`src/rtl/esc_pwm_driver.sv`:
```
// Four-channel ESC PWM driver: frame-aligned pulses whose width tracks a
// slew-limited applied speed, armed by the first speed write.
module esc_pwm_driver #(
    parameter int unsigned PERIOD_WIDTH = 20,
    parameter logic [13:0] OFF          = 14'd6250,
    parameter logic [10:0] SLEW         = 11'd64
) (
    input  logic        clk,
    input  logic        rst_n,
    input  logic        wrt,
    input  logic [10:0] frnt_spd,
    input  logic [10:0] bck_spd,
    input  logic [10:0] lft_spd,
    input  logic [10:0] rght_spd,
    output logic        frnt,
    output logic        bck,
    output logic        lft,
    output logic        rght,
    output logic        armed,
    output logic        frm_tick
);

    typedef enum logic {
        DISARMED = 1'b0,
        ARMED    = 1'b1
    } state_t;

    localparam int unsigned CW = (PERIOD_WIDTH > 14) ? PERIOD_WIDTH : 14;

    state_t                  r_state;
    state_t                  w_state_nxt;
    logic [PERIOD_WIDTH-1:0] r_cnt;
    logic [PERIOD_WIDTH-1:0] w_cnt_nxt;
    logic [CW-1:0]           w_pos;
    logic                    w_wrap;
    logic                    w_step;
    logic [10:0]             w_spd         [4];
    logic [10:0]             w_slew_tgt    [4];
    logic [10:0]             w_applied_nxt [4];
    logic [13:0]             w_width_nxt   [4];
    logic [3:0]              w_pwm_nxt;
    logic [10:0]             r_target      [4];
    logic [10:0]             r_applied     [4];
    logic [13:0]             r_width       [4];
    logic [3:0]              r_pwm;
    logic                    r_pulse_en;
    logic                    r_frm_tick;

    function automatic logic [10:0] slew_step(input logic [10:0] tgt, input logic [10:0] cur);
        logic [10:0] diff;
        diff = '0;
        if (tgt > cur) begin
            diff = tgt - cur;
            if (diff > SLEW) diff = SLEW;
            return cur + diff;
        end else if (tgt < cur) begin
            diff = cur - tgt;
            if (diff > SLEW) diff = SLEW;
            return cur - diff;
        end
        return cur;
    endfunction

    assign w_spd[0]  = frnt_spd;
    assign w_spd[1]  = bck_spd;
    assign w_spd[2]  = lft_spd;
    assign w_spd[3]  = rght_spd;

    assign w_cnt_nxt = r_cnt + 1'b1;
    assign w_pos     = CW'(w_cnt_nxt);
    assign w_wrap    = &r_cnt;
    assign w_step    = w_wrap && (r_state == ARMED);

    always_comb begin
        w_state_nxt = r_state;
        case (r_state)
            DISARMED: if (wrt) w_state_nxt = ARMED;
            ARMED:    w_state_nxt = ARMED;
            default:  w_state_nxt = DISARMED;
        endcase
    end

    // A write landing on the wrap edge steers this frame's slew step directly.
    always_comb begin
        for (int unsigned i = 0; i < 4; i++) begin
            w_slew_tgt[i]    = wrt ? w_spd[i] : r_target[i];
            w_applied_nxt[i] = slew_step(w_slew_tgt[i], r_applied[i]);
            w_width_nxt[i]   = 14'(w_applied_nxt[i]) * 14'd3 + OFF;
        end
    end

    // Width is frozen at the wrap edge; output is high for cnt in 1..W.
    always_comb begin
        w_pwm_nxt = '0;
        for (int unsigned i = 0; i < 4; i++) begin
            w_pwm_nxt[i] = r_pulse_en && !w_wrap && (w_pos <= CW'(r_width[i]));
        end
    end

    always_ff @(posedge clk or negedge rst_n) begin
        if (!rst_n) begin
            r_state    <= DISARMED;
            r_cnt      <= '0;
            r_pulse_en <= 1'b0;
            r_frm_tick <= 1'b0;
            r_pwm      <= '0;
            for (int unsigned i = 0; i < 4; i++) begin
                r_target[i]  <= '0;
                r_applied[i] <= '0;
                r_width[i]   <= '0;
            end
        end else begin
            r_state    <= w_state_nxt;
            r_cnt      <= w_cnt_nxt;
            r_frm_tick <= w_wrap;
            r_pwm      <= w_pwm_nxt;
            if (w_wrap) r_pulse_en <= (r_state == ARMED);
            for (int unsigned i = 0; i < 4; i++) begin
                if (wrt) r_target[i] <= w_spd[i];
                if (w_step) begin
                    r_applied[i] <= w_applied_nxt[i];
                    r_width[i]   <= w_width_nxt[i];
                end
            end
        end
    end

    assign frnt     = r_pwm[0];
    assign bck      = r_pwm[1];
    assign lft      = r_pwm[2];
    assign rght     = r_pwm[3];
    assign armed    = (r_state == ARMED);
    assign frm_tick = r_frm_tick;

endmodule

```
`config.mk`:
```
export PLATFORM = sky130hd
export DESIGN_NAME = esc_pwm_driver
export DESIGN_NICKNAME = d
export VERILOG_FILES = /design/src/rtl/esc_pwm_driver.sv
export SDC_FILE = /design/constraint.sdc
export NUM_CORES = 1
export LEC_CHECK = 0
export ABC_AREA = 1
export BUFFER_PORTS_ARGS = -buffer_cell sky130_fd_sc_hd__buf_2
export CORE_UTILIZATION = 33
export CTS_CLUSTER_SIZE = 8
export DETAILED_ROUTE_END_ITERATION = 16
export PLACE_DENSITY = 0.51
export SETUP_SLACK_MARGIN = 0.5
export SYNTH_ARGS = -nofsm -noshare
export SYNTH_HDL_FRONTEND = slang
export SYNTH_SLANG_ARGS = --single-unit
```
`constraint.sdc`:
```
create_clock -name clk -period 10.15 [get_ports clk]
set_input_delay 2.5375 -clock clk [delete_from_list [all_inputs] [get_ports clk]]
set_output_delay 2.5375 -clock clk [all_outputs]
set_load 0.01 [all_outputs]
```
==> impl_metrics.ini, run 1 <==
[run_status]
run_status = finished with violations
violations = DRC

[logic_synthesis]
synth-simple-area-share_pct = 24.3
synth_fa_ha_area_share_pct = 20.8
synth-edff-count = 0
synthArstFlopShare_pct = 100
syn_area_per_cell_um2 = 7.22
synthFlopType = dfrtp_1
syn_nets = 2792
synth_xor_area_share_pct = 5.22
synth_seq_cells = 167
synthCells = 2460
synth_compound_area_share_pct = 15.0
synthMuxAreaShare_pct = 0
synth_top_family_by_area = simple AND/OR/NAND/NOR gates
syn_area_um2 = 17800
synth_cell_types = 63
yosys_warnings = 0
ys_seq_area_share_pct = 23.5

[power_and_ir_drop]
leakagePower_nw = 10.3
p_per_area_nw_per_um2 = 117
total_power_mw = 2.26
p_sw_uw = 830
pwr-share-comb_pct = 37.8
power_frac_seq_pct = 30.3
vdd_ir_drop_max_uv = 133
p_clk_share_pct = 31.9
p_sw_share_pct = 36.8
intPower_mw = 1.43

[critical_path]
reg2regPathDepth = 41
cp.required_ps = 10460
reg2reg_from = r_target[12]$_DFF_PN0_
max_stage_delay_ps = 470
cp_slowest_cell = fa_1
path_max_fanout = 36
cp-start-kind = input port
cp.arrival_ps = 9300
critPathKind = in -> reg
reg2reg_to = r_width[26]$_DFFE_PN0P_
r2r_slack_ps = 3390
end_kind = flip-flop

[clock_network]
cts.sinks = 167
clock_latency_ps = 480
hold_buffers = 0
clkSlewWorstSetupHoldPaths_ps = 60
ctsLongestPathBuffers = 2
cts_buffers = 17
post-cts-setup-buffers = 0
cts_root_buffer = clkbuf_16
cts_max_level = 4
post_cts_resize_count = 0
cts_tree = built

[floorplanning]
die-width_um = 234
start_util_pct = 33.6
num_rows = 84
dieArea_um2 = 54700
die_h_um = 234
boundaryPins = 53
core_um2 = 52900

[placement]
hpwl_mm = 36.4
port_buffers = 52
place_congestion = 0.910

[route]
dr.pass1.iters = 12
drc = 2
wl_mm = 46.3
vias_per_cell = 4.87
detail_route.wl_per_cell_um = 14.5
initialDrtViolationCount = 960
vias = 15500
ant_nets = 0

[final_layout]
synthToLayoutAreaGrowth_pct = 8.77
regArea_um2 = 4180
final_nets = 2822
layout_commonest_cell = nand2_1
multi_input_area_um2 = 11600
most-common-layout-cells = nand2_1 (515), inv_1 (431), ha_1 (268)
final_util_pct = 36.5
fill_cells = 5592
drive_gt1_share_pct = 10.8
antenna_cells = 0

[sta]
finalSetupViolCount = 0
worst_pin_slew_ps = 996
hold_viol = 0
tns_ps = 0
final.min_clock_period_ps = 8980
rsz0062_at_grt = true
skew_ps = 13.3
drv_slew = 0
slew_headroom_pct = 33.6
post-route-period-util_pct = 88.5
fmax_ghz = 0.111

[job]
drv_cap = 0

[global_routing]
grt_pass1_wl_mm = 77.5
grt_pass1_vias = 15500
grt_overflow_total = 0
grt_usage_pct = 17.7
grt_max_degree = 107
antenna_found_initial = 0

[worst_hold_path]
hp-class = reg -> reg
min_to = r_pulse_en$_DFFE_PN0P_
hold_path_depth = 2
hp-start = r_pulse_en$_DFFE_PN0P_
state kept, by name, summed over array words and instances (netlist names):
signal and cells:
r_pwm 4, r_pulse_en 1, frm_tick 1, r_applied 44
armed 1, r_target 44, r_width 52, r_cnt 20
per-stage QoR:
| stage | hold slack, ps | cells | setup WS (ps) | instance area, um2 |
|---|---|---|---|---|
| final | 476 | 3189 | 1170 | 19300 |
| after global routing | 505 | 3189 | 484 | 19300 |
| after CTS | 483 | 3189 | 1070 | 19300 |
| after detailed placement | 466 | 3159 | 572 | 18700 |
| after global placement | 463 | 3159 | 653 | 18700 |
| after floorplan | 444 | 2460 | 1390 | 17800 |
power by group through the flow:
stage	clock [mW]	sequential [mW]	combinational (mW)
after detailed placement	0	0.697	0.849
after global placement	0	0.697	0.847
after global routing	0.772	0.685	0.985
final	0.719	0.684	0.854
after floorplan	0	0.696	0.672
after CTS	0.749	0.684	0.858
synth_stat cells (all sizes together) (7+ instances only):
cell / instances / area, um2
fa: 16 / 320
inv: 454 / 1710
ha: 269 / 3370
o31ai: 12 / 90.1
nand3: 100 / 568
dfrtp: 167 / 4180
a31oi: 16 / 100
o21ai: 202 / 1020
nand4: 35 / 244
clkbuf: 24 / 90.1
o21bai: 15 / 120
nor3: 29 / 150
o211ai: 9 / 67.6
a21oi: 179 / 918
buf: 24 / 181
or2: 51 / 319
xor2: 80 / 708
a21o: 7 / 52.6
nor4: 12 / 81.3
xnor2: 25 / 219
nand2: 560 / 2270
nor2: 123 / 591
logic make-up (layout without fill, tap and decap cells):
kind of cell             after synthesis  after routing
AND/OR/NAND/NOR                      921            921
adder cells (fa/ha/maj)              285            285
buffers and inverters                505            546
flip-flops                           167            167
AO/OA/AOI/OAI                        477            477
XOR/XNOR                             105            105
how the worst max path moves through the flow:
stage / endpoint / slack [ps] / from / cells past startpoint
after CTS: r_width[26]$_DFFE_PN0P_ / 1070 / wrt / 43
after global routing: r_width[54]$_DFFE_PN0P_ / 480 / wrt / 45
after global placement: r_width[26]$_DFFE_PN0P_ / 650 / wrt / 43
final: r_width[53]$_DFFE_PN0P_ / 1170 / wrt / 42
after floorplan: r_width[53]$_DFFE_PN0P_ / 1390 / wrt / 39
after detailed placement: r_width[26]$_DFFE_PN0P_ / 570 / wrt / 43
worst max-delay path, delay by kind of cell:
kind                     cells  cell delay, ps
AND/OR/NAND/NOR             16            2200
AO/OA/AOI/OAI               12            1880
adder cells (fa/ha/maj)      6            1860
buffers and inverters        7             790
XOR/XNOR                     1              80
layout make-up:
cell class                 instances  share of cell area (%)
sequential                       167                    21.6
multi-input combinational       1788                    60.1
tap                              688                    4.46
clock inverter                    11                   0.907
clock buffer                      19                    2.29
inverter                         457                    8.90
timing repair buffer              59                    1.70
routing by layer:
metal  GRT usage (%)  wire (um)
met5               0          0
met4            4.95        814
met3            2.53       1270
met2            30.9      22100
met1            22.7      22100
(Power assumes the default switching activity.)
==> run 2: changes to the inputs <==
--- a/config.mk
+++ b/config.mk
@@ -11,6 +11,7 @@
 export CTS_CLUSTER_SIZE = 8
 export DETAILED_ROUTE_END_ITERATION = 16
 export PLACE_DENSITY = 0.51
+export REMOVE_ABC_BUFFERS = 1
 export SETUP_SLACK_MARGIN = 0.5
 export SYNTH_ARGS = -nofsm -noshare
 export SYNTH_HDL_FRONTEND = slang
==> constraint.sdc (replaced) <==
create_clock -name clk -period 10.15 [get_ports clk]
set_input_delay 0.5075 -clock clk [delete_from_list [all_inputs] [get_ports clk]]
set_output_delay 0.5075 -clock clk [all_outputs]
set_load 0.01 [all_outputs]
==> run 2 against run 1 <==
Against the previous run: fmax rose by 26%; non-clock buffer count did not move; first-iteration DRC count fell by 35%; via count fell by 2.3%; the run still ends with DRC left; setup slack improved by 1800 ps; global-route usage fell by 0.77 points.
==> impl_metrics.ini, run 2 (synthesis results as in run 1) <==
[run_status]
run_status = finished with violations
violations = DRC

[route]
vias_per_cell = 4.76
vias = 15200
initialDrtViolationCount = 627
wl_mm = 43.9
drc = 1
detail_route.wl_per_cell_um = 13.8
dr.pass1.iters = 13
ant_nets = 0

[final_layout]
reg_top3 = r_width x52, r_applied x44, r_target x44
most-common-layout-cells = nand2_1 (515), inv_1 (431), ha_1 (269)
regMostFlops = r_width
largest_reg_flops = 52
drive_gt1_share_pct = 10.7
antenna_cells = 0
layout_commonest_cell = nand2_1
fin_cells = 3191
synthToLayoutAreaGrowth_pct = 8.25
fill_cells = 5603
final_nets = 2822

[floorplanning]
die-width_um = 234
die_h_um = 234
num_rows = 84
dieArea_um2 = 54700
boundaryPins = 53
start_util_pct = 33.6
core_um2 = 52900

[clock_network]
post-cts-setup-buffers = 0
cts_tree = built
cts_root_buffer = clkbuf_16
cts_max_level = 4
clkSlewWorstSetupHoldPaths_ps = 70
cts_buffers = 17
ctsLongestPathBuffers = 2
cts.sinks = 167
clock_latency_ps = 500

[job]
drv_cap = 0

[sta]
post-route-period-util_pct = 70.5
worst_pin_slew_ps = 882
tns_ps = 0
skew_ps = 15.2
hold_viol = 0
final.min_clock_period_ps = 7160
drv_slew = 0
rsz0062_at_grt = false
slew_headroom_pct = 41.2
whs_ps = 275
fmax_ghz = 0.140
finalSetupViolCount = 0

[power_and_ir_drop]
p_sw_uw = 852
intPower_mw = 1.33
pwr-share-comb_pct = 38.3
vdd_ir_drop_max_uv = 149
p_sw_share_pct = 39.1
leakagePower_nw = 10.3
p_clk_share_pct = 30.3
p_per_area_nw_per_um2 = 113
power_frac_seq_pct = 31.4

[critical_path]
cp.arrival_ps = 7520
path_max_fanout = 45
critPathKind = in -> reg
max_stage_delay_ps = 600
cp_slowest_cell = inv_2
end_kind = flip-flop
cp-start-kind = input port
cp.required_ps = 10520

[placement]
hpwl_mm = 34.3
port_buffers = 52
place_congestion = 0.901
placed_cells = 3158

[global_routing]
grt_max_degree = 64
grt_pass1_wl_mm = 74.5
grt_usage_pct = 17.0
grt_overflow_total = 0
grt_pass1_vias = 15300
antenna_found_initial = 0

[worst_hold_path]
hp-class = in -> reg
[run 2: layout make-up]
| type | count | area [um2] | area share, % |
|---|---|---|---|
| clock inverter | 14 | 114 | 0.592 |
| timing repair buffer | 59 | 324 | 1.69 |
| inverter | 457 | 1720 | 8.94 |
| clock buffer | 18 | 429 | 2.23 |
| tap | 688 | 861 | 4.48 |
| multi-input combinational | 1788 | 11600 | 60.3 |
| sequential | 167 | 4180 | 21.7 |
[run 2: per-layer routing]
| layer | track usage, % | up-vias | share of wire [%] | routed length, um |
|---|---|---|---|---|
| met2 | 28.8 | 164 | 47 | 20400 |
| met3 | 2.33 | 45 | 2.3 | 1000 |
| met5 | 0 | - | 0 | 0 |
| met1 | 21.9 | 6920 | 49 | 21600 |
| li1 | - | 8045 | - | - |
| met4 | 5.84 | 0 | 2.0 | 886 |
[run 2: path summary, 6_finish.rpt]
path	from	to	slack [ps]	depth (start not counted)
worst min register to register	r_width[40]$_DFFE_PN0P_	r_width[40]$_DFFE_PN0P_	490	2
worst max register to register	r_target[34]$_DFF_PN0_	r_width[53]$_DFFE_PN0P_	3420	38
worst max-delay path	wrt	r_width[53]$_DFFE_PN0P_	2990	41
max in group asynchronous	rst_n	r_pulse_en$_DFFE_PN0P_	8300	3
worst min-delay path	bck_spd[10]	r_target[32]$_DFF_PN0_	280	3
min in group asynchronous	rst_n	r_target[16]$_DFF_PN0_	560	2
[run 2: critical path: cells and delay by family]
kind	cells	cell delay (ps)
and+or+nand+nor	17	2220
xor gates and xnor gates	1	140
adders and majority gates	6	1750
AOI/OAI and AO/OA	11	1800
buffers and inverters	6	1050
[run 2: repair_timing]
item | in CTS | in global routing
endpoints found under the hold margin | 3 | 0
resized for setup | 0 | 0
hold buffers | 1 | 0
[run 2: power groups by stage]
stage	sequential (mW)	combinational (mW)	clock, mW
CTS	0.683	0.845	0.697
global placement	0.696	0.836	0
finish	0.683	0.834	0.661
detailed placement	0.697	0.838	0
floorplan	0.696	0.664	0
global route	0.685	0.966	0.710
[run 2: metrics by stage]
stage	setup WS (ps)	utilization (%)	area, um2	total power, mW
floorplan	3370	-	17500	1.36
global placement	2330	35.3	18700	1.53
detailed placement	2290	35.3	18700	1.53
CTS	2820	36.4	19200	2.23
global route	2110	36.4	19200	2.36
finish	2990	36.4	19200	2.18
==> run 3: changes to the inputs <==
==> constraint.sdc (replaced) <==
create_clock -name clk -period 7.1 [get_ports clk]
set_input_delay 0.355 -clock clk [delete_from_list [all_inputs] [get_ports clk]]
set_output_delay 0.355 -clock clk [all_outputs]
set_load 0.01 [all_outputs]
==> run 3 against run 2 <==
Against the previous run: the flow still finishes with violations (DRC); critical path depth decreased by 6; power up 49%; routed wire length grew 3.5%.
==> impl_metrics.ini, run 3 (synthesis results as in run 1) <==
[run_status]
run_status = finished with violations
violations = DRC

[clock_network]
clock_latency_ps = 500
cts_root_buffer = clkbuf_16
cts.sinks = 167
clkSlewWorstSetupHoldPaths_ps = 80
cts_tree = built
cts_max_level = 4
ctsLongestPathBuffers = 2
cts_buffers = 17

[sta]
worst_pin_slew_ps = 796
hold_viol = 0
skew_ps = 15.9
slew_headroom_pct = 46.9
drv_slew = 0
fmax_ghz = 0.160
tns_ps = 0
whs_ps = 109
final.min_clock_period_ps = 6250
post-route-period-util_pct = 88.0
rsz0062_at_grt = true
finalSetupViolCount = 0

[critical_path]
critPathKind = in -> reg
path_common_cell = a21oi_1
end_kind = flip-flop
critPathBufInv = 6
path_max_fanout = 14
cp.required_ps = 7450
cp.arrival_ps = 6600
max_stage_delay_ps = 420
cp-start-kind = input port
crit_family = compound AO/OA/AOI/OAI gates
cp_slowest_cell = o21ai_0

[global_routing]
grt_max_degree = 60
antenna_found_initial = 0
grt_usage_pct = 17.4
grt_overflow_total = 0
grt_pass1_vias = 15500
grt_pass1_wl_mm = 76.1

[route]
initialDrtViolationCount = 701
dr.pass1.iters = 13
vias = 15600
vias_per_cell = 4.82
ant_nets = 0
wl_mm = 45.4
drc = 2
detail_route.wl_per_cell_um = 14.0

[job]
drv_cap = 0

[final_layout]
synthToLayoutAreaGrowth_pct = 12.6
regMostFlops = r_width
largest_reg_flops = 52
multi_input_area_um2 = 12000
reg_top3 = r_width x52, r_applied x44, r_target x44
regArea_um2 = 4180
final_nets = 2870
fin_cells = 3240
drive_gt1_share_pct = 15.6
layout_commonest_cell = nand2_1
fill_cells = 5558
most-common-layout-cells = nand2_1 (513), inv_1 (429), ha_1 (253)

[placement]
placed_cells = 3189
hpwl_mm = 35.6
port_buffers = 52
place_congestion = 0.908

[power_and_ir_drop]
vdd_ir_drop_max_uv = 192
leakagePower_nw = 10.6
total_power_mw = 3.26
p_per_area_nw_per_um2 = 163

[floorplanning]
boundaryPins = 53
die_h_um = 234
start_util_pct = 33.6
core_um2 = 52900
die-width_um = 234
dieArea_um2 = 54700
num_rows = 84

[worst_hold_path]
hp-class = in -> reg
## run 3: cell types whose count changed in the layout (fill, tap and decap cells not counted), sizes merged
cell / previous run / this run
clkbuf: 19 / 18
diode: 0 / 1
clkinvlp: 4 / 1
inv: 459 / 463
buf: 57 / 105
## run 3: where the power goes
group	switching [mW]	total [mW]	internal, mW	leakage (nW)
registers	0.00550	0.978	0.972	1.73
clock network	0.495	0.957	0.463	0.277
logic	0.775	1.32	0.545	8.58
## run 3: worst paths after layout
| check | startpoint | endpoint | slack [ps] | cells past startpoint |
|---|---|---|---|---|
| min reg2reg | r_pulse_en$_DFFE_PN0P_ | r_pulse_en$_DFFE_PN0P_ | 480 | 2 |
| min | bck_spd[10] | r_target[32]$_DFF_PN0_ | 110 | 3 |
| max in group asynchronous | rst_n | armed$_DFF_PN0_ | 5430 | 3 |
| max | wrt | r_width[53]$_DFFE_PN0P_ | 850 | 35 |
| min in group asynchronous | rst_n | r_target[14]$_DFF_PN0_ | 420 | 2 |
| max reg2reg | r_target[35]$_DFF_PN0_ | r_width[53]$_DFFE_PN0P_ | 870 | 30 |
## run 3: layer usage
metal | GRT usage, % | wire [um] | part of all wire [%]
met4 | 5.28 | 911 | 2.0
met2 | 29.4 | 21200 | 47
met5 | 0 | 0 | 0
met3 | 2.92 | 1060 | 2.3
met1 | 22.6 | 22200 | 49
## run 3: worst register-to-register path, delay by kind of cell (launching register included)
family	cells	cell delay (ps)
adder cells (fa/ha/maj)	4	1210
XOR/XNOR	2	290
buffers and inverters	2	120
flip-flops	1	360
AO/OA/AOI/OAI	13	2420
AND/OR/NAND/NOR	9	1730
## run 3: what timing repair did
| item | 4_1_cts | 5_1_grt |
|---|---|---|
| endpoints found under the setup margin | 2 | 21 |
| buffers inserted | 0 | 17 |
| hold buffers | 1 | 0 |
| pin swaps | 0 | 23 |
| resized for setup | 2 | 126 |
| hold endpoints to repair | 57 | 0 |
## run 3: cell type report
class                      instances  area share, %
multi-input combinational       1788           59.8
sequential                       167           20.9
inverter                         457           8.59
tap                              688           4.30
timing repair buffer             107           3.58
clock buffer                      17           2.13
clock inverter                    15          0.663
antenna                            1         0.0125
## run 3: per-stage QoR
step | utilization, % | setup slack (ps) | instance area [um2]
4_1_cts | 36.9 | 511 | 19500
5_1_grt | 37.8 | 459 | 20000
6_report | 37.8 | 851 | 20000
2_1_floorplan | - | 469 | 17500
3_5_place_dp | 35.8 | -32.7 | 18900
3_3_place_gp | 35.8 | 138 | 18900
